### src/rtl/bist_misr_compactor_if.sv
// Handshake and data bundle between the BIST controller and the MISR.
// master drives start/abort/num_words/golden/din; slave reports status.
interface bist_misr_compactor_if #(
    parameter int DATA_WIDTH = 32,
    parameter int CNT_WIDTH  = 16
);
    logic                  start;
    logic                  abort;
    logic [CNT_WIDTH-1:0]  num_words;
    logic [DATA_WIDTH-1:0] golden;
    logic                  din_valid;
    logic [DATA_WIDTH-1:0] din;
    logic                  busy;
    logic                  done;
    logic                  pass;
    logic [DATA_WIDTH-1:0] signature;
    logic [CNT_WIDTH-1:0]  word_count;

    modport master (
        output start, abort, num_words, golden,
        output din_valid, din,
        input  busy, done, pass, signature, word_count
    );

    modport slave (
        input  start, abort, num_words, golden,
        input  din_valid, din,
        output busy, done, pass, signature, word_count
    );
endinterface

### src/rtl/bist_misr_compactor.sv
// MISR response compactor: folds din into a signature, checks golden.
// Ports: clk, rst (async high), bus (slave: control in, status out).
module bist_misr_compactor #(
    parameter int                    DATA_WIDTH = 32,
    parameter logic [DATA_WIDTH-1:0] POLY       = 32'h04C11DB7,
    parameter logic [DATA_WIDTH-1:0] SEED       = 32'h00000000,
    parameter int                    CNT_WIDTH  = 16
) (
    input  logic                  clk,
    input  logic                  rst,
    bist_misr_compactor_if.slave  bus
);
    typedef enum logic [1:0] {
        IDLE = 2'd0,
        RUN  = 2'd1,
        DONE = 2'd2
    } state_t;

    state_t                state_q, state_d;
    logic [DATA_WIDTH-1:0] sig_q, sig_d;
    logic [CNT_WIDTH-1:0]  cnt_q, cnt_d;
    logic [CNT_WIDTH-1:0]  nw_q, nw_d;
    logic [DATA_WIDTH-1:0] gold_q, gold_d;
    logic                  pass_q, pass_d;

    logic [DATA_WIDTH-1:0] sig_mix;
    logic [CNT_WIDTH-1:0]  cnt_inc;

    assign sig_mix = {sig_q[DATA_WIDTH-2:0], 1'b0}
                   ^ (sig_q[DATA_WIDTH-1] ? POLY : '0)
                   ^ bus.din;
    assign cnt_inc = cnt_q + CNT_WIDTH'(1);

    always_ff @(posedge clk or posedge rst) begin
        if (rst) begin
            state_q <= IDLE;
            sig_q   <= SEED;
            cnt_q   <= '0;
            nw_q    <= '0;
            gold_q  <= '0;
            pass_q  <= 1'b0;
        end else begin
            state_q <= state_d;
            sig_q   <= sig_d;
            cnt_q   <= cnt_d;
            nw_q    <= nw_d;
            gold_q  <= gold_d;
            pass_q  <= pass_d;
        end
    end

    // abort outranks start, and start outranks a word in the same cycle;
    // the pass flag is resolved on the edge that enters DONE.
    always_comb begin
        state_d = state_q;
        sig_d   = sig_q;
        cnt_d   = cnt_q;
        nw_d    = nw_q;
        gold_d  = gold_q;
        pass_d  = pass_q;
        priority case (1'b1)
            bus.abort: begin
                state_d = IDLE;
                pass_d  = 1'b0;
            end
            bus.start: begin
                nw_d   = bus.num_words;
                gold_d = bus.golden;
                sig_d  = SEED;
                cnt_d  = '0;
                if (bus.num_words == '0) begin
                    state_d = DONE;
                    pass_d  = (SEED == bus.golden);
                end else begin
                    state_d = RUN;
                    pass_d  = 1'b0;
                end
            end
            (state_q == RUN) && bus.din_valid: begin
                sig_d = sig_mix;
                cnt_d = cnt_inc;
                if (cnt_inc == nw_q) begin
                    state_d = DONE;
                    pass_d  = (sig_mix == gold_q);
                end
            end
            default: begin
            end
        endcase
    end

    assign bus.busy       = (state_q == RUN);
    assign bus.done       = (state_q == DONE);
    assign bus.pass       = pass_q;
    assign bus.signature  = sig_q;
    assign bus.word_count = cnt_q;
endmodule

### src/flat_wrapper.sv
// flat-port wrapper written by rule: the top's interface ports become plain ports
module bist_misr_compactor_flat 
#(
    parameter int                    DATA_WIDTH = 32,
    parameter logic [DATA_WIDTH-1:0] POLY       = 32'h04C11DB7,
    parameter logic [DATA_WIDTH-1:0] SEED       = 32'h00000000,
    parameter int                    CNT_WIDTH  = 16
)
  (clk, rst, bus_start, bus_abort, bus_num_words, bus_golden, bus_din_valid, bus_din, bus_busy, bus_done, bus_pass, bus_signature, bus_word_count);
  bist_misr_compactor_if #(.DATA_WIDTH(DATA_WIDTH), .CNT_WIDTH(CNT_WIDTH)) bus_i ();
  input  logic clk;
  input  logic rst;
  input wire logic [$bits(bus_i.start)-1:0] bus_start;
  input wire logic [$bits(bus_i.abort)-1:0] bus_abort;
  input wire logic [$bits(bus_i.num_words)-1:0] bus_num_words;
  input wire logic [$bits(bus_i.golden)-1:0] bus_golden;
  input wire logic [$bits(bus_i.din_valid)-1:0] bus_din_valid;
  input wire logic [$bits(bus_i.din)-1:0] bus_din;
  output wire logic [$bits(bus_i.busy)-1:0] bus_busy;
  output wire logic [$bits(bus_i.done)-1:0] bus_done;
  output wire logic [$bits(bus_i.pass)-1:0] bus_pass;
  output wire logic [$bits(bus_i.signature)-1:0] bus_signature;
  output wire logic [$bits(bus_i.word_count)-1:0] bus_word_count;
  assign bus_i.start = bus_start;
  assign bus_i.abort = bus_abort;
  assign bus_i.num_words = bus_num_words;
  assign bus_i.golden = bus_golden;
  assign bus_i.din_valid = bus_din_valid;
  assign bus_i.din = bus_din;
  assign bus_busy = bus_i.busy;
  assign bus_done = bus_i.done;
  assign bus_pass = bus_i.pass;
  assign bus_signature = bus_i.signature;
  assign bus_word_count = bus_i.word_count;
  bist_misr_compactor #(.DATA_WIDTH(DATA_WIDTH), .POLY(POLY), .SEED(SEED), .CNT_WIDTH(CNT_WIDTH)) u_core (.clk(clk), .rst(rst), .bus(bus_i));
endmodule
### config.mk
export PLATFORM = sky130hd
export DESIGN_NAME = bist_misr_compactor_flat
export DESIGN_NICKNAME = d
export VERILOG_FILES = /design/src/rtl/bist_misr_compactor_if.sv /design/src/rtl/bist_misr_compactor.sv /design/src/flat_wrapper.sv
export SDC_FILE = /design/constraint.sdc
export NUM_CORES = 1
export LEC_CHECK = 0
export BUFFER_PORTS_ARGS = -buffer_cell sky130_fd_sc_hd__buf_2
export CAP_MARGIN = 10
export CORE_MARGIN = 1.5
export CORE_UTILIZATION = 48
export CTS_CLUSTER_DIAMETER = 60
export DETAILED_ROUTE_END_ITERATION = 6
export PLACE_DENSITY = 0.86
export SLEW_MARGIN = 20
export SYNTH_ARGS = -nofsm -noshare
export SYNTH_HDL_FRONTEND = slang
export SYNTH_SLANG_ARGS = --single-unit
### constraint.sdc
create_clock -name clk -period 3 [get_ports clk]
set_clock_uncertainty 0.05 [all_clocks]
set_input_delay 0.6 -clock clk [delete_from_list [all_inputs] [get_ports clk]]
set_output_delay 0.6 -clock clk [all_outputs]
set_load 0.05 [all_outputs]
# == Word level (Yosys, flattened, before mapping) ==
# Cells that the tools add are included.
# totals
register_bits,99
input_bits,85
output_inout_bits,51
word_cells,38
# classes
n_addsub,1
eq_ne,4
mux,15
bitwise,3
reduce_logical,9
# op_table
op,count
32-bit 2-to-1 mux,2
32-bit XOR,2
32-bit == test,1
32-bit logical NOT,1
16-bit 2-to-1 mux,2
27-bit 2-to-1 mux,1
"16-bit by 1-bit adder with 16-bit output, second input constant",1
16-bit == test,1
16-bit logical NOT,1
2-bit 2-to-1 mux,5
2-bit AND reduction,3
3-bit nonzero test,2
1-bit 2-to-1 mux,5
"2-bit by 1-bit == test with 1-bit output, second input constant",1
"2-bit == test, second input constant",1
2-bit nonzero test,1
1-bit logical AND,1
1-bit inverter,1

# == Logic depth before layout (Yosys ltp) ==
# logic_depth
depth_word,8
mapped_depth,9
ltp_nobuf,8

# == Least setup slack after synthesis ==
# No wires, ideal clock.
# synth_timing
path_kind,register to register
startpoint,register u_core.cnt_q[0] (netlist: u_core.bus.word_count[0])
endpoint,register u_core.pass_q (netlist: u_core.bus.pass)
setup_ps,125
arrival_time_ps,2581
required_ps,2825
path_slack_ps,244
stages_incl_launch_ff,9
path_buffers,0
period_less_slack_ps,2756
path_cell_list,dfrtp_1 > ha_1 > nand3_4 > o21ai_0 > a21oi_1 > a2111o_1 > nor4_4 > nor3_2 > mux2_4
# synth_via
elab_chain_len,4
# synth_rtl
item,line_no,text
from (decl),bist_misr_compactor.sv:21,"logic [CNT_WIDTH-1:0] cnt_q, cnt_d;"
from (signal assigned),bist_misr_compactor.sv:45,cnt_q <= cnt_d;
16-bit by 1-bit adder with 16-bit output,bist_misr_compactor.sv:32,assign cnt_inc = cnt_q + CNT_WIDTH'(1);
16-bit == test,bist_misr_compactor.sv:82,if (cnt_inc == nw_q) begin
3-bit nonzero test (no line),n/a,
2-bit AND reduction (no line),n/a,
to (signal assigned),bist_misr_compactor.sv:48,pass_q <= pass_d;
to (decl),bist_misr_compactor.sv:24,"logic pass_q, pass_d;"
# Every way passes these cells.
# A chain may end at the register's enable or synchronous reset.

# == Final worst setup path ==
# layout_timing
startpoint,register u_core.sig_q[31] (netlist: u_core.bus.signature[31])
endpoint,register u_core.pass_q (netlist: u_core.bus.pass)
# layout_via
elab_chain_len,8
# layout_rtl
item,line_no,text
from (decl),bist_misr_compactor.sv:20,"logic [DATA_WIDTH-1:0] sig_q, sig_d;"
from (signal assigned),bist_misr_compactor.sv:44,sig_q <= sig_d;
27-bit 2-to-1 mux,bist_misr_compactor.sv:30,^ (sig_q[DATA_WIDTH-1] ? POLY : '0)
32-bit XOR,bist_misr_compactor.sv:30,
32-bit XOR,bist_misr_compactor.sv:31,^ bus.din;
32-bit == test,bist_misr_compactor.sv:84,pass_d = (sig_mix == gold_q);
1-bit 2-to-1 mux,bist_misr_compactor.sv:82,
1-bit 2-to-1 mux (3 in a row),bist_misr_compactor.sv:61,priority case (1'b1)
# Every way passes these cells. The select of a mux whose other input is x is not followed.

==> key figures <==
Critical path
  – Worst reg2reg startpoint: u_core.bus.signature[31]
  – Critical Path Sink: u_core.bus.pass
  – Element type at the critical path start: flip-flop
  – Worst endpoint required time: 3.28 ns
  – Reg2reg end: u_core.bus.pass
  – Crit. Startpoint: u_core.bus.signature[31]
  – CP Class: reg -> reg
  – Setup crit end kind: flip-flop
  – Worst-case reg-to-reg path depth: 7
  – Critical path arrival: 2.97 ns
  – Crit Path Max Fanout: 16
  – R2r setup slk: 0.31 ns

Layout
  – Fillers: 908
  – Final instance area: 6400 um^2
  – Area grow syn2layout: 19.6%
  – Total Nets Final: about 720
  – FF/Latch Area: 2480 um^2
  – Final core utilization: between 50% and 60%
  – Share of layout cells above drive strength 1: 34.7%
  – Area of the multi-input gates: ~2800 um^2

Clock network
  – CTS tree: yes
  – Setup Buffers After CTS: 0
  – Clock latency on the worst-skew pair: 0.40 ns
  – CTS HTree Levels: 3
  – Post-CTS sizing: 0
  – Post-CTS Hold Buffers: 0
  – TritonCTS Buffers: 9
  – Root buf cell: clkbuf_8
  – CTS Buffer Depth: 2
  – Clk slew on worst S/H paths: 0.10 ns
  – # clock sinks: 99

Logic synthesis
  – Warnings from Yosys: 0
  – Area share of the largest cell type after synthesis: 46.3%
  – Synth Flop Type: dfrtp_1
  – Syn Std Cell Area: 5360 um^2
  – Post-Syn Instances: roughly 500
  – Flops & latches, synth: 99
  – Syn Area/Cell: approximately 11 um^2
  – Netlist cell types: just over 50
  – Sequential area share after synthesis: 46.3%
  – Syn_nets: 589
  – Post-synth top cells: dfrtp_1 (99), xnor2_1 (65), o21ai_0 (52)
  – Synth async-reset ratio: 100%
  – Post-synth top area cell: dfrtp_1
  – Area contributors post-synth: dfrtp_1 (46%), xnor2_1 (11%), mux2_2 (10%)
  – Count leader, synth: dfrtp_1
  – EDFF count, synth: 0

Placement
  – Dpl ws: 0.386 ns
  – Post-Place Cell Area: just over 6000 um^2
  – IO buf count: 135
  – Post-DP HPWL: 11000 um
  – Gpl congestion: 0.894

Timing
  – Setup TNS: 0 ns
  – Worst Slack Setup Final: 0.311 ns
  – Final Hold Fails: 0
  – Fmax achieved: 0.372 GHz
  – RSZ-0062 raised after global routing: false
  – Post-route minimum period: 2.69 ns
  – Rel. slew slack: 48.7%
  – Max-slew violations: 0
  – Worst-margin pin slew: 0.770 ns
  – Worst hold margin: 0.208 ns
  – Final Setup Violations: 0
  – Final period utilization: between 80% and 90%

Die
  – Std cell rows: 38
  – Die ar.: 11800 um^2
  – Initial Utilization: 49.4%
  – Die H: 109 um
  – IO Pins: 136
  – Die width: 109 um
  – Core ar.: 10800 um^2

Run status
  – Status: finished clean

Route
  – Total Wirelength: between 10000 and 15000 um
  – Final ANT Viol Nets: 0
  – Pre-antenna DRT Iters: 5
  – Vias: 4526
  – DR iter-0 viols: 280
  – Routed wire per std cell: 18.8 um
  – Remaining DRCs: 0
  – Drt via density: 5.82

Power
  – Pwr Density: about 500 nW/um^2
  – Leakage: between 2 and 3 nW
  – Peak supply drop: 609 uV

GRT
  – Total GRT Usage: 26.1%
  – Largest net degree at the start of global routing: between 60 and 70
  – First-pass GRT wire length: 22900 um
  – Initial antenna violation count: 2
  – GRT overflow: 0
  – Vias in the first global route: 4493

Job
  – Max_cap viols: 0

Worst hold path
  – Worst min path class: in -> async
report_power, final:
| group | switching (mW) | internal [mW] | total (mW) |
|---|---|---|---|
| combinational | 0.407 | 0.319 | 0.725 |
| clock | 0.496 | 0.397 | 0.892 |
| sequential | 0.118 | 1.46 | 1.57 |
| total | 1.02 | 2.17 | 3.19 |
final cells by class:
cell class,instances,share of cell area [%]
clock inverter,6,1.09
sequential,99,38.7
antenna,1,0.0391
tap,140,2.73
timing repair buffer,142,11.8
clock buffer,10,1.99
multi-input combinational,376,43.5
inverter,3,0.234
routing by layer:
layer | routed length, um | global-route usage, % | up-vias
li1 | - | - | 2050
met1 | 5760 | 31.7 | 2201
met2 | 7090 | 42.6 | 230
met3 | 1170 | 7.11 | 43
met4 | 545 | 13.0 | 2
met5 | 14 | 0 | -
worst max-delay path, stage by stage, from the launching register on:
cell and delay (ns):
dfrtp_1 0.85, xor2_1 0.17, xnor2_1 0.24, xor2_1 0.24, nand4_1 0.11, or4_1 0.48, o31ai_1 0.29, mux2_4 0.19
through the flow:
step                instances  power [mW]
global route              777        3.34
floorplan                 503        2.07
finish                    777        3.19
global placement          760        2.29
CTS                       776        3.22
detailed placement        760        2.32
worst min path at each step:
stage	from	to	slack [ns]	cells after the start
2_1_floorplan	u_core.gold_q[28]	u_core.gold_q[28]	0.45	1
3_3_place_gp	u_core.bus.signature[28]	u_core.bus.signature[28]	0.46	2
3_5_place_dp	u_core.bus.signature[29]	u_core.bus.signature[29]	0.47	2
4_1_cts	rst	u_core.gold_q[21]	0.19	3
5_1_grt	rst	u_core.gold_q[19]	0.20	3
6_report	rst	u_core.gold_q[21]	0.21	3
registers in the layout (all words and copies together) (netlist names):
signal,flops
u_core.bus.word_count,16
u_core.state_q,2
u_core.nw_q,16
u_core.bus.pass,1
u_core.gold_q,32
u_core.bus.signature,32
cell usage in the layout, fill, tap and decap left out, types with 2 or more instances in the layout:
master    instances
a22o_1            5
a31oi_1           3
or4_1             4
a21oi_1          13
a211oi_1          2
nor2b_1           2
and3_1            3
dfrtp_1          99
and3_2            2
nand2_1          51
xnor2_1          65
buf_12            2
xor2_1           30
o31ai_1           5
nand3_1           8
nor3_1            5
buf_2           135
buf_4             5
nand3b_1          2
nor4_1           18
xnor3_1           2
o32ai_1           3
clkbuf_8          9
inv_1             2
nand4_1          13
mux2_2           48
a21o_1            3
inv_6             4
o21ai_0          52
nor4_2            2
nand2b_1          2
nor2_1           11
kinds of logic (layout without fill, tap and decap cells):
kind of cell    after synthesis  in the layout  synth area share [%]
simple gates                135            135                  14.1
flops                        99             99                  46.3
xor+xnor                     97             97                  16.4
compound gates               94             94                  10.5
mux                          49             49                  10.4
buf+inv                      28            161                  2.10
fa+ha+maj                     1              1                 0.234
other cells                   0              1                     0
Note: power is estimated with default switching activity, not from simulation.
